<file path="config.mk">
export PLATFORM = sky130hd
export DESIGN_NAME = dram_master
export DESIGN_NICKNAME = d
export VERILOG_FILES = /design/src/rtl/dram_master.sv
export SDC_FILE = /design/constraint.sdc
export NUM_CORES = 1
export LEC_CHECK = 0
export CORE_AREA = 4 4 87 89
export DETAILED_ROUTE_END_ITERATION = 7
export DIE_AREA = 0 0 91 93
export GPL_TIMING_DRIVEN = 1
export HOLD_SLACK_MARGIN = 0.08
export PLACE_DENSITY = 0.71
export RECOVER_POWER = 50
export SLEW_MARGIN = 10
export SYNTH_ARGS = -nofsm -noshare
export SYNTH_HDL_FRONTEND = slang
export SYNTH_SLANG_ARGS = --single-unit
export TNS_END_PERCENT = 1
</file>
<file path="constraint.sdc">
create_clock -name clock -period 2.1 [get_ports clock]
set_clock_uncertainty 0.2 [all_clocks]
set_input_delay 0.525 -clock clock [delete_from_list [all_inputs] [get_ports clock]]
set_output_delay 0.525 -clock clock [all_outputs]
set_load 0.01 [all_outputs]
</file>
<file path="src/rtl/dram_master.sv">
// dram_master: single-request initiator for the multiplexed 8-bit DRAM bus.
// Drives row (addr[7:0]) then column (addr[15:8]) on maddress under _ras/_cas,
// and interleaves RAS-only refresh from a free-running period counter.
module dram_master #(
  parameter int unsigned T_RCD          = 2,
  parameter int unsigned T_CAS          = 2,
  parameter int unsigned T_RP           = 2,
  parameter int unsigned T_RAS_REF      = 3,
  parameter int unsigned REFRESH_PERIOD = 64
) (
  input  logic        clock,
  input  logic        reset,
  input  logic        req,
  input  logic        req_we,
  input  logic [15:0] req_addr,
  input  logic [7:0]  req_wdata,
  output logic        ack,
  output logic        busy,
  output logic [7:0]  rdata,
  output logic        rdata_valid,
  output logic [7:0]  maddress,
  output logic        _ras,
  output logic        _cas,
  output logic        _we,
  output logic [7:0]  data_out,
  output logic        data_oe,
  input  logic [7:0]  data_in
);

  localparam int unsigned TMaxA = (T_RCD > T_CAS) ? T_RCD : T_CAS;
  localparam int unsigned TMaxB = (T_RP > T_RAS_REF) ? T_RP : T_RAS_REF;
  localparam int unsigned TMax  = (TMaxA > TMaxB) ? TMaxA : TMaxB;
  localparam int unsigned PhW   = $clog2(TMax + 1);
  localparam int unsigned RefW  = (REFRESH_PERIOD > 1) ? $clog2(REFRESH_PERIOD) : 1;

  typedef enum logic [2:0] {StIdle, StRas, StCas, StRef, StPre} state_e;

  state_e          state_q, state_d;
  logic [PhW-1:0]  phase_q, phase_d;
  logic [15:0]     addr_q, addr_d;
  logic            we_q, we_d;
  logic [7:0]      wdata_q, wdata_d;
  logic [RefW-1:0] ref_cnt_q, ref_cnt_d;
  logic [7:0]      ref_row_q, ref_row_d;
  logic            pend_q, pend_d;
  logic            ref_wrap;

  logic       ras_n_q, ras_n_d, cas_n_q, cas_n_d, we_n_q, we_n_d;
  logic [7:0] maddr_q, maddr_d, dout_q, dout_d, rdata_q, rdata_d;
  logic       oe_q, oe_d, ack_q, ack_d, rv_q, rv_d, busy_q, busy_d;

  assign ref_wrap = (ref_cnt_q == RefW'(REFRESH_PERIOD - 1));

  // Next-state: phase sequencing, request capture, refresh bookkeeping.
  always_comb begin
    state_d   = state_q;
    phase_d   = phase_q;
    addr_d    = addr_q;
    we_d      = we_q;
    wdata_d   = wdata_q;
    ref_row_d = ref_row_q;
    pend_d    = pend_q;
    ref_cnt_d = ref_wrap ? '0 : ref_cnt_q + RefW'(1);
    unique case (state_q)
      StIdle: begin
        // Refresh has priority; a concurrent request simply waits.
        if (pend_q) begin
          state_d = StRef;
          phase_d = PhW'(T_RAS_REF - 1);
          pend_d  = 1'b0;
        end else if (req) begin
          state_d = StRas;
          phase_d = PhW'(T_RCD - 1);
          addr_d  = req_addr;
          we_d    = req_we;
          wdata_d = req_wdata;
        end
      end
      StRas: begin
        if (phase_q == '0) begin
          state_d = StCas;
          phase_d = PhW'(T_CAS - 1);
        end else begin
          phase_d = phase_q - PhW'(1);
        end
      end
      StCas: begin
        if (phase_q == '0) begin
          state_d = StPre;
          phase_d = PhW'(T_RP - 1);
        end else begin
          phase_d = phase_q - PhW'(1);
        end
      end
      StRef: begin
        if (phase_q == '0) begin
          state_d   = StPre;
          phase_d   = PhW'(T_RP - 1);
          ref_row_d = ref_row_q + 8'd1;
        end else begin
          phase_d = phase_q - PhW'(1);
        end
      end
      StPre: begin
        if (phase_q == '0) begin
          state_d = StIdle;
        end else begin
          phase_d = phase_q - PhW'(1);
        end
      end
      default: state_d = StIdle;
    endcase
    // A wrap always leaves exactly one refresh owed, even on the REF entry cycle.
    if (ref_wrap) begin
      pend_d = 1'b1;
    end
  end

  // Registered outputs are decoded from the upcoming state so strobes align with phases.
  always_comb begin
    ras_n_d = 1'b1;
    cas_n_d = 1'b1;
    we_n_d  = 1'b1;
    maddr_d = maddr_q;
    dout_d  = 8'h00;
    oe_d    = 1'b0;
    rdata_d = rdata_q;
    busy_d  = (state_d != StIdle);
    ack_d   = (state_q == StCas) && (state_d == StPre);
    rv_d    = ack_d && !we_q;
    if (rv_d) begin
      rdata_d = data_in;
    end
    unique case (state_d)
      StRas: begin
        ras_n_d = 1'b0;
        maddr_d = addr_d[7:0];
      end
      StCas: begin
        ras_n_d = 1'b0;
        cas_n_d = 1'b0;
        maddr_d = addr_d[15:8];
        we_n_d  = ~we_d;
        oe_d    = we_d;
        dout_d  = we_d ? wdata_d : 8'h00;
      end
      StRef: begin
        ras_n_d = 1'b0;
        maddr_d = ref_row_q;
      end
      StIdle, StPre: ;
      default: ;
    endcase
  end

  // State and output registers with synchronous reset.
  always_ff @(posedge clock) begin
    if (reset) begin
      state_q   <= StIdle;
      phase_q   <= '0;
      addr_q    <= '0;
      we_q      <= 1'b0;
      wdata_q   <= '0;
      ref_cnt_q <= '0;
      ref_row_q <= '0;
      pend_q    <= 1'b0;
      ras_n_q   <= 1'b1;
      cas_n_q   <= 1'b1;
      we_n_q    <= 1'b1;
      maddr_q   <= '0;
      dout_q    <= '0;
      oe_q      <= 1'b0;
      rdata_q   <= '0;
      ack_q     <= 1'b0;
      rv_q      <= 1'b0;
      busy_q    <= 1'b0;
    end else begin
      state_q   <= state_d;
      phase_q   <= phase_d;
      addr_q    <= addr_d;
      we_q      <= we_d;
      wdata_q   <= wdata_d;
      ref_cnt_q <= ref_cnt_d;
      ref_row_q <= ref_row_d;
      pend_q    <= pend_d;
      ras_n_q   <= ras_n_d;
      cas_n_q   <= cas_n_d;
      we_n_q    <= we_n_d;
      maddr_q   <= maddr_d;
      dout_q    <= dout_d;
      oe_q      <= oe_d;
      rdata_q   <= rdata_d;
      ack_q     <= ack_d;
      rv_q      <= rv_d;
      busy_q    <= busy_d;
    end
  end

  assign _ras        = ras_n_q;
  assign _cas        = cas_n_q;
  assign _we         = we_n_q;
  assign maddress    = maddr_q;
  assign data_out    = dout_q;
  assign data_oe     = oe_q;
  assign rdata       = rdata_q;
  assign rdata_valid = rv_q;
  assign ack         = ack_q;
  assign busy        = busy_q;

endmodule

</file>
# Word-level counts from Yosys, hierarchy flattened
# Cells that the tools add are included.
# word_totals
out_inout_bits	31
register_bits	76
# classes
reduce_logical	17
eq_ne	11
addsub	3
mux	25
n_bitwise	2
# op_table
op	count
16-bit 2-to-1 mux	3
8-bit 2-to-1 mux	3
8-bit one-hot mux with 3 select lines	1
3-bit 2-to-1 mux	5
3-bit by 2-bit equality test with 1-bit output, second input constant	4
3-bit one-hot mux with 4 select lines	1
3-bit nonzero test	3
3-bit OR reduction	3
8-bit by 1-bit adder with 8-bit output, second input constant	1
2-bit 2-to-1 mux	4
1-bit 2-to-1 mux	7
6-bit by 1-bit adder with 6-bit output, second input constant	1
3-bit by 1-bit equality test with 1-bit output, second input constant	2
3-bit equality test, second input constant	2
6-bit equality test, second input constant	1
2-bit one-hot mux with 3 select lines	1
2-bit OR reduction	3
3-bit logical NOT	1
3-bit inequality test, second input constant	1
3-bit AND reduction	1
1-bit logical AND	2
2-bit logical NOT	1
2-bit inequality test, second input constant	1
1-bit inverter	2
other kinds (4)	4

# Logic depth before layout (Yosys ltp)
# Gate-level depths: netlist (run 1).
# depth
word_depth	6
depth_mapped	7

# Least setup slack after synthesis (run 1)
# No wires, ideal clock.
# synth_path
path_type	reg-to-reg
from	register phase_q[0]
to	register dout_q[0], in the netlist data_out[0]
path_slack_ns	0.160
path_stages_with_launch	8
setup_ns	0.066
t_arrival_ns	1.674
path_buffers	1
path_cell_list	dfxtp_1 -> inv_1 -> ha_1 -> buf_2 -> or3b_1 -> a21oi_4 -> o211ai_4 -> nor2_1
# synth_between
elab_chain_len	6
word_cells_on_any_way	8
cone_classes	eq/ne (1); mux (4); bitwise (1); reduce/logical (2)
# synth_rtl
element	line	rtl
start, declared	39	logic [PhW-1:0] phase_q, phase_d;
start signal, assigned	179	phase_q <= phase_d;
2-bit logical NOT (*)	n/a	
3-bit 2-to-1 mux, on equally long branches	n/a	
3-bit one-hot mux with 4 select lines (*)	64	unique case (state_q)
3-bit by 2-bit equality test with 1-bit output (*)	134	unique case (state_d)
1-bit inverter (no source line) (*)	n/a	
3-bit OR reduction (no source line) (*)	n/a	
end signal, assigned	190	dout_q <= dout_d;
end, declared	49	logic [7:0] maddr_q, maddr_d, dout_q, dout_d, rdata_q, rdata_d;
# Mark *: on every way between the ends. The rest lies on a longest branch, timed or not.
# A chain may end at the register's enable or synchronous reset.

# Worst setup path in the final report (run 1)
# layout_path
from	input req
to	register dout_q[5], in the netlist data_out[5]
# layout_between
elab_chain_len	6
word_cells_on_any_way	13
cone_classes	eq/ne (1); mux (9); bitwise (2); reduce/logical (1)
# layout_rtl
element	line	rtl
start, declared	13	input logic req,
3-bit 2-to-1 mux	71	end else if (req) begin
3-bit 2-to-1 mux	67	if (pend_q) begin
3-bit one-hot mux with 4 select lines	64	
3-bit by 2-bit equality test with 1-bit output	134	
1-bit inverter (no source line)	n/a	
3-bit OR reduction (no source line)	n/a	
# Parallel ways exist; a longest one is shown, timed or not.

==> impl_summary.txt, run 1 <==
----------------------------------------------------
[Status]
  Result of the run ... finished clean

[Floorplanning]
  Starting Density ... 43.89%
  Number of placed I/O pins ... 67
  Core area ... ~6800 um^2
  Die Outline Area ... 8463 um^2
  Die width ... approximately 90 um
  Die height ... slightly above 90 um
  Site Rows ... 30

[Synth]
  EDFF count, synth ... 0
  Seq/Total Area, Yosys ... 51.31%
  Number of nets produced by synthesis ... about 330
  Netlist Area Pre-Place ... 2965 um^2
  List of most frequent post-synthesis cells ... 76 x sky130_fd_sc_hd__dfxtp_1, 58 x sky130_fd_sc_hd__nor2_1, 34 x sky130_fd_sc_hd__mux2i_1, 12 x sky130_fd_sc_hd__nand2_1
  Distinct cells, synth ... between 40 and 50
  Async SR Flop Fraction ... 0%
  Predominant post-synthesis flop cell ... sky130_fd_sc_hd__dfxtp_1
  Mean post-synth cell area ... 10.09 um^2
  Number of flip-flops and latches in the synthesized netlist ... 76
  Most frequently used cell type in the post-synthesis netlist ... sky130_fd_sc_hd__dfxtp_1
  Number of standard cells after synthesis ... 294
  Cell accounting for the most synthesized area ... sky130_fd_sc_hd__dfxtp_1
  Most area-consuming cells after synthesis ... sky130_fd_sc_hd__dfxtp_1 51%, sky130_fd_sc_hd__mux2i_1 11%, sky130_fd_sc_hd__nor2_1 7.3%
  Area share of the largest cell type after synthesis ... 51.31%
  Synthesis warning total ... 0

[Timing]
  Setup repair after global routing missed its margin ... no
  Transition time at the pin with the least slew margin ... 601.5 ps
  Final hold vios ... 0
  Final cycle utilization of the critical path ... 95.85%
  Max Transition Viols Final ... 0
  Period minus WS final ... 2013 ps
  Max-slew headroom at the worst pin ... between 50 and 60%
  Maximum clock frequency ... 496.8 MHz
  Final setup violation count ... 0

[Finish]
  Area growth from synthesis to layout ... 35.65%
  Nets@finish ... roughly 420
  Number of antenna cells inserted ... 0
  Filler Cells Inserted ... 578
  Fraction of layout instances using a drive strength above 1 ... 12.30%
  Design area ... 4023 um^2
  Post-layout util ... 59.54%

[Routing]
  Antenna viol nets, final ... 0
  Count of unresolved DRC violations after routing ... 0
  Vias per cell ... 4.998
  Detailed-route wire length ... 6.264 mm
  Detailed Route Iter0 Violations ... 76
  Number of detailed-route iterations in the first pass ... 4
  WL per Instance ... 13.56 um
  Overall via count from detail_route ... 2,309

[Power]
  Peak VDD IR ... 0.0003681 V
  Net switching power of the design ... 925.9 uW
  Internal power of the cells ... 2.319 mW
  Switching portion of total power ... about 29%
  Clock power share ... between 30% and 40%
  Fraction of power consumed by sequential logic ... between 40 and 50%
  Gate power share ... 18.4%
  PwrDens ... 806.7 nW/um^2
  Static power due to leakage ... 1.640 nW

[Global route]
  Maximum number of pins on one net before global-route repair ... 61
  Global router's overall resource usage ... 15.52%
  Wire length of the first global-routing pass ... 10.64 mm
  Initial antenna violation count ... 0
  Number of global-route vias before repair ... ~2,300
  Overflow left after global routing ... 0

[Clocking]
  CTS Sinks ... 76
  Setup Fix Bufs, Post-CTS ... 0
  Clock tree root driver cell ... sky130_fd_sc_hd__clkbuf_8
  CTS clk-pin slew, worst paths ... 90 ps
  Worst-skew pair later-pin latency ... approximately 350 ps
  Longest Clk Path Bufs ... 2
  Hold bufs inserted after CTS ... 0
  Level count of the clock H-tree ... 3
  Clock tree from TritonCTS ... done
  Number of clock buffers inserted by TritonCTS ... 9

[Placement]
  Count of buffers from port buffering ... 66
  Final HPWL from detailed placement ... 4.378 mm
  Post-DP Area ... approximately 3800 um^2
  Gp weighted congestion ... 0.8509

[Critical path]
  Data arrival, critical path ... just over 2000 ps
  Type of destination of the critical path ... flop
  Number of cell instances on the worst register-to-register path ... 7
  Worst-path maximum fanout ... 19
  Element type at the critical path start ... input pin
  WP data required ... 2140 ps
  Type of the worst setup path ... input pin to flop

[Worst hold path]
  Hold WC Path Type ... flop to flop
  Number of cells on the worst hold path ... 1

[Run]
  Max Cap Viol ... 0

----------------------------------------------------
flip-flops by register name, summed over array words and instances, names as in the netlist:
name / cells
busy: 1
addr_q: 16
wdata_q: 8
ref_cnt_q: 6
data_out: 8
we_q: 1
rdata_valid: 1
data_oe: 1
_cas: 1
_ras: 1
pend_q: 1
rdata: 8
phase_q: 2
maddress: 8
_we: 1
state_q: 3
ref_row_q: 8
ack: 1
path summary, 6_finish.rpt:
kind,from,end,slack [ps]
worst min-delay path,ref_cnt_q[0],ref_cnt_q[0],260
worst max register to register,phase_q[1],maddress[7],100
worst min register to register,ref_cnt_q[0],ref_cnt_q[0],260
worst max-delay path,req,data_out[5],90
cells in the final DEF (no fill, tap or decap), drive strengths merged, types with 2 or more instances in the layout:
master / synthesis / final
a21oi: 8 / 8
a221oi: 8 / 8
and3: 2 / 2
buf: 11 / 18
clkbuf: 3 / 12
clkdlybuf4s50: 0 / 52
dfxtp: 76 / 76
dlygate4sd3: 0 / 13
ha: 4 / 4
inv: 8 / 13
mux2i: 34 / 34
nand2: 13 / 13
nand3: 6 / 6
nand3b: 2 / 2
nand4: 2 / 2
nor2: 58 / 58
nor2b: 8 / 8
nor3: 7 / 7
nor4: 3 / 3
o21a: 2 / 2
o21ai: 4 / 4
o22ai: 8 / 8
or2: 2 / 2
or3: 3 / 3
xnor2: 6 / 6
xor2: 4 / 4
through the flow:
stage | setup TNS [ps] | instances | setup WS (ps) | power, mW | hold WS [ps]
global route | 0 | 462 | 16.21 | 3.419 | 274.7
detailed placement | -10480 | 446 | -454.0 | 2.222 | 244.5
finish | 0 | 462 | 87.14 | 3.245 | 257.9
CTS | 0 | 462 | 38.19 | 3.286 | 260.2
floorplan | 0 | 294 | 160.3 | 1.949 | 217.5
global placement | -9685 | 446 | -434.1 | 2.211 | 231.6
routing by layer:
metal,vias to the layer above,part of all wire (%),track usage (%)
li1,1191,-,-
met1,1047,45,17.47
met2,61,46,26.18
met3,10,7.0,6.195
met4,0,1.5,6.407
met5,-,0,0
cells by family (layout without fill, tap and decap cells):
kind of cell               after synthesis  after routing  synth area share (%)
AOI/OAI and AO/OA                       37             37                 10.08
xor gates and xnor gates                10             10                 2.953
adders and majority gates                4              4                 1.688
buffers and inverters                   22            110                 3.544
DFF                                     76             76                 51.31
muxes                                   34             34                 11.48
and+or+nand+nor                        111            111                 18.94
worst max-delay path, stage by stage:
cell,delay (ps)
sky130_fd_sc_hd__clkdlybuf4s50_1,420
sky130_fd_sc_hd__and2b_1,170
sky130_fd_sc_hd__buf_4,160
sky130_fd_sc_hd__nand2_4,270
sky130_fd_sc_hd__buf_4,190
sky130_fd_sc_hd__mux2i_1,230
sky130_fd_sc_hd__nor2_1,70
what timing repair did:
| action | 4_1_cts | 5_1_grt |
|---|---|---|
| pin swaps | 0 | 1 |
| endpoints found under the hold margin | 0 | 0 |
| endpoints found under the setup margin | 8 | 8 |
| resized for setup | 2 | 4 |
layout make-up:
| cell class | count | area [um^2] | share of cell area [%] |
|---|---|---|---|
| Clock inverter | 7 | 65.06 | 1.617 |
| Tap cell | 80 | 100.1 | 2.488 |
| Sequential cell | 76 | 1523 | 37.85 |
| Inverter | 8 | 30.03 | 0.7465 |
| Clock buffer | 9 | 123.9 | 3.079 |
| Timing Repair Buffer | 86 | 827.0 | 20.56 |
| Multi-Input combinational cell | 196 | 1354 | 33.65 |
power by group through the flow:
stage / Combinational (mW) / Clock (mW) / Sequential (mW)
3_5_place_dp: 0.599 / 0 / 1.62
3_3_place_gp: 0.589 / 0 / 1.62
6_report: 0.597 / 1.06 / 1.59
5_1_grt: 0.657 / 1.16 / 1.60
4_1_cts: 0.604 / 1.09 / 1.59
2_1_floorplan: 0.321 / 0 / 1.63
(Power assumes the default switching activity.)
==> run 2, diff against run 1 <==
CTS_CLUSTER_SIZE = 28   (was default)
==> results of run 2 <==
Same layout as run 1: the final DEF is identical, and so are final timing and power.
==> run 3, diff against run 2 <==
CTS_BUF_LIST = sky130_fd_sc_hd__clkbuf_8   (was default)
==> results of run 3 <==
Same layout as run 1: the final DEF is identical, and so are final timing and power.
